--- src/rtl/ex_mem_buffer.sv ---
// EX->MEM elastic stage register: two-entry skid buffer toward MEM, branch
// resolution from the ALU compare bit, and a saturating EX stall counter.
module ex_mem_buffer #(
  parameter int DATA_WIDTH     = 32,
  parameter int REG_ADDR_WIDTH = 5,
  parameter int CNT_WIDTH      = 16
) (
  input  logic                      clk,
  input  logic                      rst_n,
  input  logic                      ex_valid,
  output logic                      ex_ready,
  input  logic [DATA_WIDTH-1:0]     ex_alu_result,
  input  logic [DATA_WIDTH-1:0]     ex_store_data,
  input  logic [REG_ADDR_WIDTH-1:0] ex_rd,
  input  logic                      ex_reg_write,
  input  logic                      ex_mem_read,
  input  logic                      ex_mem_write,
  input  logic                      ex_branch,
  input  logic [DATA_WIDTH-1:0]     ex_br_target,
  input  logic                      flush,
  output logic                      mem_valid,
  input  logic                      mem_ready,
  output logic [DATA_WIDTH-1:0]     mem_alu_result,
  output logic [DATA_WIDTH-1:0]     mem_store_data,
  output logic [REG_ADDR_WIDTH-1:0] mem_rd,
  output logic                      mem_reg_write,
  output logic                      mem_mem_read,
  output logic                      mem_mem_write,
  output logic                      br_taken,
  output logic [DATA_WIDTH-1:0]     br_target,
  output logic [CNT_WIDTH-1:0]      stall_cnt
);

  // state | meaning
  // EMPTY | no beats held, mem_valid low
  // ONE   | main register holds the head beat
  // FULL  | main holds the head, skid holds the next beat; EX is stalled

  typedef enum logic [1:0] {EMPTY, ONE, FULL} state_t;

  typedef struct packed {
    logic [DATA_WIDTH-1:0]     alu_result;
    logic [DATA_WIDTH-1:0]     store_data;
    logic [REG_ADDR_WIDTH-1:0] rd;
    logic                      reg_write;
    logic                      mem_read;
    logic                      mem_write;
  } beat_t;

  state_t state;
  beat_t  main_q;
  beat_t  skid_q;
  beat_t  in_beat;
  logic   live_q;
  logic   accept;
  logic   enq;
  logic   drain;

  // live_q holds ready low for the first cycle after reset releases
  assign ex_ready = rst_n & live_q & (state != FULL);
  assign accept   = ex_valid & ex_ready;
  assign enq      = accept & ~ex_branch;
  assign drain    = mem_valid & mem_ready;

  assign in_beat = '{alu_result: ex_alu_result, store_data: ex_store_data, rd: ex_rd,
                     reg_write: ex_reg_write, mem_read: ex_mem_read, mem_write: ex_mem_write};

  assign mem_valid      = (state != EMPTY);
  assign mem_alu_result = main_q.alu_result;
  assign mem_store_data = main_q.store_data;
  assign mem_rd         = main_q.rd;
  assign mem_reg_write  = main_q.reg_write;
  assign mem_mem_read   = main_q.mem_read;
  assign mem_mem_write  = main_q.mem_write;

  always_ff @(posedge clk) begin
    if (!rst_n) begin
      state     <= EMPTY;
      main_q    <= '0;
      skid_q    <= '0;
      live_q    <= 1'b0;
      br_taken  <= 1'b0;
      br_target <= '0;
      stall_cnt <= '0;
    end else begin
      live_q <= 1'b1;

      if (ex_valid && !ex_ready && (stall_cnt != {CNT_WIDTH{1'b1}}))
        stall_cnt <= stall_cnt + CNT_WIDTH'(1);

      br_taken <= accept & ex_branch & ~flush & ex_alu_result[0];
      if (accept && ex_branch && !flush)
        br_target <= ex_br_target;

      if (flush) begin
        state <= EMPTY;
      end else begin
        case (state)
          EMPTY: begin
            if (enq) begin
              main_q <= in_beat;
              state  <= ONE;
            end
          end
          ONE: begin
            if (enq && !drain) begin
              skid_q <= in_beat;
              state  <= FULL;
            end else if (enq && drain) begin
              main_q <= in_beat;
            end else if (drain) begin
              state <= EMPTY;
            end
          end
          FULL: begin
            if (drain) begin
              main_q <= skid_q;
              state  <= ONE;
            end
          end
          default: state <= EMPTY;
        endcase
      end
    end
  end

endmodule

--- config.mk ---
export PLATFORM = sky130hd
export DESIGN_NAME = ex_mem_buffer
export DESIGN_NICKNAME = d
export VERILOG_FILES = /design/src/rtl/ex_mem_buffer.sv
export SDC_FILE = /design/constraint.sdc
export NUM_CORES = 1
export LEC_CHECK = 0
export CORE_MARGIN = 2
export CORE_UTILIZATION = 40
export CTS_CLUSTER_DIAMETER = 200
export DETAILED_ROUTE_END_ITERATION = 12
export HOLD_SLACK_MARGIN = 0.15
export PLACE_DENSITY = 0.69
export REMOVE_ABC_BUFFERS = 1
export SLEW_MARGIN = 20
export SYNTH_ARGS = -nofsm -noshare
export SYNTH_HDL_FRONTEND = slang
export SYNTH_SLANG_ARGS = --single-unit
--- constraint.sdc ---
create_clock -name clk -period 2.9 [get_ports clk]
set_input_delay 0.58 -clock clk [delete_from_list [all_inputs] [get_ports clk]]
set_output_delay 0.58 -clock clk [all_outputs]
set_load 0.05 [all_outputs]
==> Word level (Yosys, flattened, before mapping) <==
Cells that the tools add are included.
{ "op_classes": {"n_addsub": 1, "mul": 0, "div": 0, "n_lt_le_gt_ge": 0, "eq_ne": 10, "shifts": 0, "mux": 12, "n_bitwise": 11, "n_reduce_logical": 16} }
{ "ops": {"columns": ["op", "count"], "rows": [
  ["2-to-1 mux 72 bit", 4],
  ["one-hot mux 72 bit (3 select lines)", 1],
  ["adder 16 x 1 -> 16 bit, second input constant", 1],
  ["!= test 16 bit, second input constant", 1],
  ["2-to-1 mux 2 bit", 5],
  ["!= test 2 bit, second input constant", 5],
  ["bitwise AND 1 bit", 8],
  ["logical AND 1 bit", 6],
  ["!= test 3 bit, second input constant", 2],
  ["one-hot mux 2 bit (3 select lines)", 1],
  ["AND reduction 6 bit", 1],
  ["AND reduction 4 bit", 1],
  ["logical NOT 1 bit", 3],
  ["inverter 1 bit", 3],
  ["AND reduction 3 bit", 1],
  ["nonzero test 3 bit", 1],
  ["== test 2 x 1 -> 1 bit, second input constant", 1],
  ["== test 2 bit, second input constant", 1],
  ["logical NOT 2 bit", 1],
  ["nonzero test 2 bit", 1],
  ["OR reduction 2 bit", 1],
  ["2-to-1 mux 1 bit", 1]
]} }
{ "word_totals": {"regBits": 196, "latchBits": 0, "ram_bits": 0, "rom_bits": 0, "inputBits": 110, "n_memories": 0} }

==> Depth between registers and ports, before layout <==
{ "depth": {"depth_word": 8, "mapped_depth": 8, "mapped_depth_nobuf": 5} }

==> Least setup slack after synthesis <==
No wires, ideal clock.
{ "synth_path": {"path_type": "register -> register", "start": "reg stall_cnt[1]", "end": "reg stall_cnt[8]", "setup_time_ps": 129, "arrival_ps": 2003, "slack_ps": 768, "path_stages_with_launch": 7, "path_buffers": 1, "synth_period_minus_slack_ps": 2132, "path_cell_list": "dfxtp_1 -> ha_1 -> nand4_1 -> nor4_2 -> buf_4 -> nor4_1 -> mux2i_1"} }
{ "synth_via": {"elab_chain_len": 2, "elab_cells_between_ends": 3, "cone_classes": "1 x add/sub; 1 x eq/ne; 1 x reduce/logical"} }
{ "synth_rtl": {"columns": ["element", "line", "source"], "rows": [
  ["start, declared", "31", "output logic [CNT_WIDTH-1:0] stall_cnt"],
  ["start signal, assigned", "89", "stall_cnt <= stall_cnt + CNT_WIDTH'(1);"],
  ["parallel branches: the longest is 2 deep, another holds adder 16 x 1 -> 16 bit", null, null]
]} }
Several ways; the timed one is not identified.
A chain may end at the register's enable or synchronous reset.

==> Final worst setup path <==
{ "layout_path": {"start": "reg state[0]", "end": "out mem_valid"} }
{ "layout_via": {"elab_chain_len": 1} }
{ "layout_rtl": {"columns": ["element", "line", "source"], "rows": [
  ["start, declared", "50", "state_t state;"],
  ["start signal, assigned", "78", "state <= EMPTY;"],
  ["start signal, assigned", "96", "state <= EMPTY;"],
  ["start signal, assigned", "102", "state <= ONE;"],
  ["nonzero test 2 bit", "68", "assign mem_valid = (state != EMPTY);"],
  ["end, declared", "21", "output logic mem_valid,"]
]} }
Every way passes these cells.

==> results.md <==
* Status: completed
* Most common cell after layout, fill and taps aside: nand2_1
* Die span in x at 147 microns
* Area Overhead vs Synth at 38.5%
* H-tree levels at 4
* CTS tree: done
* FF/Latch Area at 3920 sq um
* Post-synthesis instance total at 990
* CTS Buf Count at 17
* Final setup TNS at 0 ps
* Leakage power at 3.89 nW
* Clk slew on worst S/H paths at 70 ps
* Sinks on Clock Net at 196
* Die area at 21600 sq um
* RD Place Congestion at 0.768
* FF-to-FF End: mem_alu_result[16]$_SDFFE_PN0P_
* CP max FO at 9
* HPWL after DPL at 14.3 mm
* Initial DRC Count at 476
* # fillers at 1807
* Mapped Area at 8170 sq um
* Yosys warnings at 0
* Number of global-route vias before repair at 7209
* Clock buffer depth at 2
* Finished Cell Area at 11300 sq um
* RSZ-0062 raised after global routing: no
* Final setup fails at 0
* Fraction of layout cells with a size suffix above 1 at 0.111
* Worst slew margin at 0.392
* Main combinational cell family by area after synthesis: simple AND/OR/NAND/NOR gates
* Nature of the critical path startpoint: flop
* Multi-input logic area at 3900 sq um
* Final #Nets at 1283
* Final Hold Violating Endpoints at 0
* Post-CTS Setup Inserts at 0
* Starting Density at 0.406
* Post-synthesis compound-gate area fraction at 0.193
* Worst path required time at 2320 ps
* Commonest non-fill, non-tap cells in the layout: 363 x nand2_1, 229 x clkdlybuf4s50_1, 196 x dfxtp_1
* Peak VDD IR at 0.372 mV
* CTS Root Buffer Type: clkbuf_16
* Max-slew violations at 0
* Placed cell area at 10700 sq um
* Clk Latency, worst-skew pair at 430 ps
* Core area at 20100 sq um
* Setup crit end kind: output pin
* Antenna viol nets, final at 0
* Number of synthesized flops with an enable pin at 0
* Fmax at 392 MHz
* Post-synthesis mux area share at 0.00368
* Via count at 7672
* # IOs at 233
* Post-route minimum period at 2550 ps
* DR WL/cell at 16.2 microns
* XOR/XNOR Fraction of Synth Area at 0
* Simple logic cell fraction of the synthesized area at 0.275
* Min-delay src: br_target[17]$_SDFFE_PN0P_
* R2R setup slack at 830 ps
* WL final at 23.6 mm
* Hold Path End: br_target[17]$_SDFFE_PN0P_
* Die H at 147 microns
* Synth Area in Adders at 0.00153
* Worst Path Arrival at 1970 ps
* Yosys reg bits at 196
* DRT Pass-1 Iters at 5
* CTS Hold Bufs at 0
* DRC viols at 0
* Cell Rows at 52
* Gr usage total at 0.214
* Synth unique cells at 44
* Worst min-delay path category: reg2reg
* Top_reg_cell synth: dfxtp_1
* Final clock skew at 10.5 ps
* Pwr Density at 501 nW/um^2
* Largest net degree at the start of global routing at 73
* Avg Cell Area, Syn at 8.25 sq um
* First-pass GRT wire length at 37.5 mm
* FF-to-FF Start: state[1]$_SDFFE_PP0P_
* Global route overflow at 0
* Sequential area share after synthesis at 0.481
* Worst Hold Depth at 2
* Crit path kind: reg2out
* Tcrit/Tclk final at 0.879
* Worst-margin pin slew at 906 ps
* Post-synth ARST share at 0
* Initial antenna violation count at 0
* MaxCap Viol Count at 0
* Worst reg-to-reg path cell count at 5
* Buffers on Ports at 232
* Ant diodes at 0
* Via/cell ratio at 5.27
* CTS resizes at 0
[worst max-delay path by stage]
stage	start	to	cells after the start
after floorplan	state[1]$_SDFFE_PP0P_	mem_alu_result[0]$_SDFFE_PN0P_	4
after global placement	ex_valid	mem_alu_result[17]$_SDFFE_PN0P_	6
after detailed placement	ex_valid	mem_mem_write$_SDFFE_PN0P_	6
after CTS	state[0]$_SDFFE_PP0P_	mem_valid	2
after global routing	state[0]$_SDFFE_PP0P_	mem_valid	2
final	state[0]$_SDFFE_PP0P_	mem_valid	2
[worst max-delay path, cell delays in order (launching register included)]
cell and delay, ps:
dfxtp_1 550, or2_2 180, clkdlybuf4s50_1 810
[state kept, by name (all words and copies together) (netlist names)]
register	count
state	2
mem_alu_result	32
skid_q	72
mem_reg_write	1
br_target	32
mem_rd	5
stall_cnt	16
mem_mem_read	1
live_q	1
mem_store_data	32
br_taken	1
mem_mem_write	1
[layout make-up]
| type | count | share of cell area |
|---|---|---|
| Tap cell | 270 | 0.0299 |
| Clock inverter | 13 | 0.0119 |
| Timing Repair Buffer | 249 | 0.225 |
| Multi-Input combinational cell | 703 | 0.345 |
| Clock buffer | 19 | 0.0400 |
| Inverter | 5 | 0.00188 |
| Sequential cell | 196 | 0.347 |
[cells in the mapped netlist, drive strengths merged (3+ instances only)]
cell type  instances  area (sq um)
nand2            363          1360
dfxtp            196          3920
a21oi            116           584
nand3b            73           548
o221a             72           811
clkbuf            58           218
buf               28           143
o31ai              7          52.6
nand3              6          30.0
nor3               6          35.0
or4                6          45.0
inv                5          18.8
nand2b             5          31.3
nor4               5          37.5
o21ai              5          25.0
nand4              4          25.0
or3                4          25.0
and2               3          18.8
mux2i              3          30.0
o311ai             3          26.3
[cells by family (layout without fill, tap and decap cells)]
kind of cell             Yosys count  after routing
buffers and inverters             91            286
AND/OR/NAND/NOR                  487            487
adder cells (fa/ha/maj)            1              1
flip-flops                       196            196
multiplexers                       3              3
AO/OA/AOI/OAI                    212            212
[report_power, final]
group          switching [mW]  internal, mW
clock network            1.10          1.26
registers              0.0207          2.72
logic                   0.296         0.264
[routing by layer]
metal / part of all wire / routed length [microns] / vias to the layer above / global-route usage
li1: - / - / 3793 / -
met1: 0.45 / 10600 / 3618 / 0.279
met2: 0.45 / 10700 / 245 / 0.346
met3: 0.090 / 2130 / 16 / 0.0761
met4: 0.0084 / 197 / 0 / 0.0427
met5: 0 / 0 / - / 0
[through the flow]
step	total power, mW	setup WS (ps)	std cells	hold WS [ps]	util
detailed placement	3.36	319	1423	446	0.533
floorplan	3.05	-2520	904	437	-
finish	5.66	351	1455	453	0.563
global placement	3.36	343	1423	440	0.533
global route	5.88	257	1455	473	0.563
CTS	5.73	328	1455	456	0.563
Power figures use the tool's default switching activity.
